## src/rtl/ir_period_tracker.sv

```systemverilog
// IR index front end: synchroniser, debouncer, edge qualifier and rotation period tracker.
// Build option: define PERIOD_AVG_EN to report an exponential average on period_out instead of the raw period.
module ir_period_tracker #(
    parameter int DEBOUNCE_CYCLES = 64,
    parameter int PERIOD_WIDTH    = 24,
    parameter int MIN_PERIOD      = 120000,
    parameter int MAX_PERIOD      = 12000000,
    parameter int LOCK_COUNT      = 3,
    parameter int AVG_SHIFT       = 2
) (
    input  logic                    clk_in,
    input  logic                    rst_in,
    input  logic                    ir_tripped,
    output logic                    index_pulse,
    output logic [PERIOD_WIDTH-1:0] period_out,
    output logic                    period_valid,
    output logic                    spinning,
    output logic                    stalled
);

    localparam int DW = $clog2(DEBOUNCE_CYCLES + 1);
    localparam int GW = $clog2(LOCK_COUNT + 1);
    localparam logic [DW-1:0] DB_LAST = DW'(DEBOUNCE_CYCLES - 1);
    localparam logic [GW-1:0] GOOD_LOCK = GW'(LOCK_COUNT);
    localparam logic [PERIOD_WIDTH-1:0] MIN_P = PERIOD_WIDTH'(MIN_PERIOD);
    localparam logic [PERIOD_WIDTH-1:0] MAX_P = PERIOD_WIDTH'(MAX_PERIOD);

    localparam logic [1:0] S_IDLE   = 2'd0;
    localparam logic [1:0] S_ARMED  = 2'd1;
    localparam logic [1:0] S_LOCKED = 2'd2;

    logic [1:0]              sync_q;
    logic [DW-1:0]           db_cnt_q, db_cnt_d;
    logic                    db_lvl_q, db_lvl_d;
    logic                    db_prev_q;
    logic                    cand;

    logic [1:0]              state_q, state_d;
    logic [PERIOD_WIDTH-1:0] cnt_q, cnt_d;
    logic [GW-1:0]           good_q, good_d, good_inc;
    logic [PERIOD_WIDTH-1:0] per_q, per_d, per_next;
    logic                    pulse_q, pulse_d;
    logic                    pv_q, pv_d;
    logic                    spin_q, spin_d;
    logic                    stall_q, stall_d;
    logic                    timeout;

    // Debounced level flips only after DEBOUNCE_CYCLES consecutive disagreeing samples.
    always_comb begin
        db_cnt_d = '0;
        db_lvl_d = db_lvl_q;
        if (sync_q[1] != db_lvl_q) begin
            if (db_cnt_q == DB_LAST) db_lvl_d = ~db_lvl_q;
            else                     db_cnt_d = db_cnt_q + DW'(1);
        end
    end

    assign cand     = db_lvl_q & ~db_prev_q;
    assign timeout  = (cnt_q >= MAX_P);
    assign good_inc = good_q + GW'(1);

`ifdef PERIOD_AVG_EN
    logic signed [PERIOD_WIDTH:0] avg_diff, avg_sum;
    always_comb begin
        avg_diff = $signed({1'b0, cnt_q}) - $signed({1'b0, per_q});
        avg_sum  = $signed({1'b0, per_q}) + (avg_diff >>> AVG_SHIFT);
        // good_q is zero exactly for the first period after leaving IDLE
        per_next = (good_q == '0) ? cnt_q : avg_sum[PERIOD_WIDTH-1:0];
    end
`else
    logic unused_avg_cfg;
    assign unused_avg_cfg = (AVG_SHIFT != 0);
    assign per_next = cnt_q;
`endif

    always_comb begin
        state_d = state_q;
        cnt_d   = (cnt_q < MAX_P) ? cnt_q + PERIOD_WIDTH'(1) : cnt_q;
        good_d  = good_q;
        per_d   = per_q;
        pulse_d = 1'b0;
        pv_d    = 1'b0;
        spin_d  = spin_q;
        stall_d = stall_q;
        case (state_q)
            S_IDLE: begin
                if (cand) begin
                    pulse_d = 1'b1;
                    cnt_d   = PERIOD_WIDTH'(1);
                    stall_d = 1'b0;
                    state_d = S_ARMED;
                end
            end
            S_ARMED, S_LOCKED: begin
                stall_d = 1'b0;
                if (timeout) begin
                    // Stall wins; a coincident edge restarts as a fresh first edge.
                    state_d = S_IDLE;
                    spin_d  = 1'b0;
                    stall_d = 1'b1;
                    good_d  = '0;
                    if (cand) begin
                        pulse_d = 1'b1;
                        cnt_d   = PERIOD_WIDTH'(1);
                        state_d = S_ARMED;
                    end
                end else if (cand && cnt_q >= MIN_P) begin
                    pulse_d = 1'b1;
                    pv_d    = 1'b1;
                    cnt_d   = PERIOD_WIDTH'(1);
                    per_d   = per_next;
                    if (state_q == S_ARMED) begin
                        good_d = good_inc;
                        if (good_inc == GOOD_LOCK) begin
                            state_d = S_LOCKED;
                            spin_d  = 1'b1;
                        end
                    end
                end
            end
            default: state_d = S_IDLE;
        endcase
    end

    always_ff @(posedge clk_in or posedge rst_in) begin
        if (rst_in) begin
            sync_q    <= '0;
            db_cnt_q  <= '0;
            db_lvl_q  <= 1'b0;
            db_prev_q <= 1'b0;
            state_q   <= S_IDLE;
            cnt_q     <= '0;
            good_q    <= '0;
            per_q     <= '0;
            pulse_q   <= 1'b0;
            pv_q      <= 1'b0;
            spin_q    <= 1'b0;
            stall_q   <= 1'b0;
        end else begin
            sync_q    <= {sync_q[0], ir_tripped};
            db_cnt_q  <= db_cnt_d;
            db_lvl_q  <= db_lvl_d;
            db_prev_q <= db_lvl_q;
            state_q   <= state_d;
            cnt_q     <= cnt_d;
            good_q    <= good_d;
            per_q     <= per_d;
            pulse_q   <= pulse_d;
            pv_q      <= pv_d;
            spin_q    <= spin_d;
            stall_q   <= stall_d;
        end
    end

    assign index_pulse  = pulse_q;
    assign period_out   = per_q;
    assign period_valid = pv_q;
    assign spinning     = spin_q;
    assign stalled      = stall_q;

endmodule

```

## config.mk

```make
export PLATFORM = sky130hd
export DESIGN_NAME = ir_period_tracker
export DESIGN_NICKNAME = d
export VERILOG_FILES = /design/src/rtl/ir_period_tracker.sv
export SDC_FILE = /design/constraint.sdc
export NUM_CORES = 1
export LEC_CHECK = 0
export CORE_MARGIN = 10
export CORE_UTILIZATION = 50
export DETAILED_ROUTE_END_ITERATION = 8
export PLACE_DENSITY = 0.76
export SLEW_MARGIN = 10
export SYNTH_ARGS = -nofsm -noshare
export SYNTH_HDL_FRONTEND = slang
export SYNTH_SLANG_ARGS = --single-unit
```

## constraint.sdc

```tcl
create_clock -name clk_in -period 5.04 [get_ports clk_in]
set_input_delay 0.504 -clock clk_in [delete_from_list [all_inputs] [get_ports clk_in]]
set_output_delay 0.504 -clock clk_in [all_outputs]
set_load 0.005 [all_outputs]
```

## Yosys cells after proc, flatten, opt, wreduce, memory -nomap -nowiden

Cells that the tools add are included.

- Word-level logic and storage cells: 74
- Register bits after elaboration: 67
- Output and inout port bits: 28

- Eq/ne operators: 9
- Reductions and logical operators: 13
- Magnitude comparators: 3
- Mux-type cells: 30
- Bitwise logic cells: 4
- Add/subtract/negate cells: 3

Operator list:

| kind | count |
|---|---|
| $mux W24 | 4 |
| $pmux W24 S2 | 1 |
| $add A24 B1 Y24 const B | 1 |
| $ge A24 B17 Y1 const B | 1 |
| $ge A24 B24 Y1 const B | 1 |
| $lt A24 B24 Y1 const B | 1 |
| $mux W2 | 8 |
| $mux W7 | 2 |
| $mux W1 | 12 |
| $ne A3 B3 Y1 const B | 3 |
| $reduce_and A4 Y1 | 2 |
| $reduce_bool A2 Y1 | 4 |
| $add A7 B1 Y7 const B | 1 |
| $eq A7 B6 Y1 const B | 1 |
| $reduce_and A3 Y1 | 2 |
| $eq A2 B2 Y1 const B | 2 |
| $pmux W1 S2 | 2 |
| $pmux W2 S2 | 1 |
| $reduce_and A2 Y1 | 2 |
| $not A1 Y1 | 3 |
| $add A2 B1 Y2 const B | 1 |
| $eq A2 B1 Y1 const B | 1 |
| $logic_not A2 Y1 | 1 |
| $ne A2 B2 Y1 const B | 1 |
| other kinds (4) | 4 |

## Logic depth before layout (Yosys ltp)

- Word-level depth: 7
- Depth in mapped cells: 8

## Worst setup path after synthesis

Ideal clock, no wire load.

- Path type: flip-flop to flip-flop
- Start: register state_q[0]
- End: register per_q[0], in the netlist period_out[0]
- Setup slack: 2.974 ns
- Data arrival time: 1.938 ns
- Cell stages (with the launch flop): 8
- Library setup time: 0.128 ns
- Path buffers: 2
- Cell sequence: dfrtp_1 > inv_1 > ha_1 > clkbuf_1 > inv_1 > nor3_4 > buf_4 > mux2_1

- Longest elaborated chain between the ends: 3
- Elaborated cells on any way between the ends: 4
- Those cells by class: 2 x eq/ne; 2 x reduce/logical

Ends and longest elaborated chain:

| what | line | text |
|---|---|---|
| start: declaration | 38 | `logic [1:0] state_q, state_d;` |
| start signal: assignment | 144 | `state_q <= state_d;` |
| $eq A2 B1 Y1 / $eq A2 B2 Y1 (equally long branches) | 85 | `case (state_q)` |
| $reduce_or A2 Y1 (*) | 85 |  |
| $reduce_and A3 Y1 (no source line) (*) | - |  |
| end signal: assignment | 147 | `per_q <= per_d;` |
| end: declaration | 41 | `logic [PERIOD_WIDTH-1:0] per_q, per_d, per_next;` |

Mark *: on every way between the ends. The rest lies on a longest branch, timed or not.
A chain may end at the register's enable or synchronous reset.

## Worst setup path in the final report

- Start: register cnt_q[14]
- End: register per_q[12], in the netlist period_out[12]

- Longest elaborated chain between the ends: 3
- Elaborated cells on any way between the ends: 5
- Those cells by class: 2 x order compare; 1 x bitwise; 2 x reduce/logical

Ends and longest elaborated chain:

| what | line | text |
|---|---|---|
| start: declaration | 39 | `logic [PERIOD_WIDTH-1:0] cnt_q, cnt_d;` |
| start signal: assignment | 145 | `cnt_q <= cnt_d;` |
| $ge A24 B17 Y1 / $ge A24 B24 Y1 (equally long branches) | 107, 59 |  |
| $logic_and A1 B1 Y1 / $not A1 Y1 (equally long branches) | - |  |
| $reduce_and A3 Y1 (no source line) (*) | - |  |

Marked as above.

==> reports/qor.yml <==
drv_slew: 0
place.gp.congestion: 0.940
clockRootBuffer: "clkbuf_8"
crit_buf_inv: 0
grt_pass1_wl_um: 11200
drtAntennaViolNets: 0
internal_power_w: 0.000787
ir_worst_vdd_mv: 0.170
clock_sinks: 67
synthCells: 306
syn_to_final_growth_pct: 15.4
io_buffers: 30
cts_tree: "yes"
crit_path_start_kind: "flip-flop"
rsz0062_at_grt: "false"
synthArstFlopShare_pct: 100
antenna_found_initial: 0
max_freq_ghz: 0.341
clkTransAtPathRegs_ps: 70
synth_warnings: 0
sw_frac_of_total_pct: 20.3
hp-class: "reg -> reg"
syn_nets: 316
drive_gt1_share_pct: 9.47
power_frac_clock_pct: 43.5
core_um2: 6390
drv_cap: 0
path_max_fanout: 25
synth-edff-count: 0
cp_data_required_time_ps: 5260
p_seq_share_pct: 54.9
drt-initial-drc-count: 203
fin_crit_ps: 2930
drc_errors: 0
clock_path_buffers: 2
slowest_delay_ps: 910
h-tree-depth: 3
crit_chain: "or3_4, a31oi_4, o21ai_4, nor3_4, mux2_2"
dp_hpwl_um: 4480
diodes: 0
hold_depth: 0
reg2reg_depth: 5
nets: 343
synthFlopType: "dfrtp_1"
routedWlPerCell_um: 15.4
place_area_um2: 3630
final_area_um2: 3820
finClkSkew_ps: 7.43
fp.dieW_um: 101
ioPinCount: 31
r2r-start: "cnt_q[14]"
switching_power_w: 0.000201
rrSetupSlack_ps: 2110
grt_use_total_pct: 13.4
hold_viol_final: 0
viasPerCell: 5.76
status: "completed"
grt_pass1_vias: 2296
wirelength_um: 6380
slew_headroom_pct: 23.5
holdBufCountCts: 0
seq_area_um2: 1680
vias: 2392
grt_max_degree: 68
post_cts_buffers: 0
die_area_um2: 10300
ys_types: 51
syn_area_per_cell_um2: 10.8
clock_latency_ps: 340
post-route-period-util_pct: 58.2
worstHoldStart: "sync_q[0]"
cts_inserted_buffers: 9
yosysTopAreaCellShare_pct: 50.6
setup_viol: 0
worst_r2r_endpoint: "period_out[12]"
multiInputGateArea_um2: 1500
core.rowCount: 29
power-per-cell-area_nw_per_um2: 258
start_util_pct: 51.8
gr-total-overflow: 0
n_fill_cell: 539
worstSetupPathType: "reg -> reg"
worst_pin_slew_ps: 1140
cts_resized: 0
crit_start: "cnt_q[14]"
yosys.area.top_type: "dfrtp_1"
cp_top_family: "simple AND/OR/NAND/NOR gates"
cp-end-kind: "flip-flop"
cellLeakagePower_nw: 1.71
power_frac_comb_pct: 1.6
min_to: "sync_q[1]"
ys_seq_elements: 67
arrival_ps: 3160
setup_tns_ps: 0
yosysSeqAreaShare_pct: 50.6
netlist_area_um2: 3310
dieHeight_um: 101
synth_area_leaders: "dfrtp_1 (51%), mux2_1 (6.5%), xor2_1 (3.2%), ha_1 (2.6%), a21oi_1 (2.6%)"
drt-pass1-iter-count: 4
crit_slowest_cell: "nor3_4"
[area by class of cell]
type	count	share of cell area, %
Sequential cell	67	43.9
Multi-Input combinational cell	212	39.3
Timing Repair Buffer	32	8.25
Clock buffer	14	4.00
Tap cell	77	2.52
Inverter	11	1.08
Clock inverter	2	0.917
[cell families (layout without fill, tap and decap cells)]
group | after synthesis | in the layout | share of synthesized area (%)
flops | 67 | 67 | 50.6
xor+xnor | 18 | 18 | 4.76
compound gates | 58 | 58 | 12.4
mux | 26 | 26 | 8.84
fa+ha+maj | 7 | 7 | 2.65
buf+inv | 27 | 59 | 3.97
simple gates | 103 | 103 | 16.7
[per-stage QoR]
step,hold slack [ps],total power (W),util [%],worst slack [ps],std cells
after floorplan,331,0.000563,-,2850,306
after global placement,335,0.000569,56.9,2150,399
after detailed placement,340,0.000569,56.9,2080,399
after CTS,355,0.00100,59.8,2070,415
after global routing,356,0.00103,59.8,1870,415
final,352,0.000987,59.8,2110,415
[synthesized netlist by cell type, drive strengths merged (2+ instances only)]
cell	number
a211oi	2
a21oi	17
a31oi	3
and2	4
and3	5
buf	8
clkbuf	8
dfrtp	67
ha	7
inv	11
mux2	26
nand2	15
nand3	15
nand4	7
nor2	23
nor2b	2
nor3	11
nor3b	3
nor4	2
o2111ai	4
o211ai	3
o21ai	12
o31ai	6
or2	2
or3	4
or4	8
xnor2	6
xor2	12
[power by group through the flow]
stage	Combinational, W	Sequential [W]	Clock, W
after floorplan	0.0000111	0.000552	0
after global placement	0.0000165	0.000552	0
after detailed placement	0.0000168	0.000552	0
after CTS	0.0000169	0.000542	0.000441
after global routing	0.0000192	0.000542	0.000466
final	0.0000157	0.000542	0.000429
[state kept, by name, indices dropped and copies added (netlist names)]
register,cells
sync_q,2
db_lvl_q,1
period_out,24
good_q,2
stalled,1
period_valid,1
cnt_q,24
index_pulse,1
spinning,1
state_q,2
db_prev_q,1
db_cnt_q,7
[metal layers]
metal	share of wire, %	vias up	track usage (%)
met1	44	1145	18.0
met3	7.8	12	4.15
met5	0	-	0
li1	-	1157	-
met2	46	78	19.6
met4	1.4	0	5.47
[layout by cell type (no fill, tap or decap), types with 5 or more instances in the layout]
| master | synthesis | layout |
|---|---|---|
| xnor2_1 | 6 | 6 |
| or4_1 | 8 | 8 |
| xor2_1 | 12 | 12 |
| clkbuf_8 | 0 | 10 |
| inv_1 | 11 | 10 |
| a21oi_1 | 17 | 17 |
| o21ai_0 | 10 | 10 |
| nand3_1 | 15 | 15 |
| nand2_1 | 15 | 15 |
| nand4_1 | 7 | 7 |
| dfrtp_1 | 67 | 67 |
| nor3_1 | 10 | 10 |
| clkdlybuf4s50_1 | 0 | 30 |
| nor2_1 | 22 | 22 |
| mux2_1 | 19 | 19 |
| and3_1 | 5 | 5 |
| mux2_2 | 7 | 7 |
| ha_1 | 7 | 7 |
| o31ai_1 | 6 | 6 |
[worst max path at each step]
stage	cells after the start	endpoint
floorplan	1	cnt_q[0]
global placement	5	period_out[12]
detailed placement	5	period_out[12]
CTS	5	period_out[12]
global route	5	period_out[9]
finish	5	period_out[12]
Power figures use the tool's default switching activity.
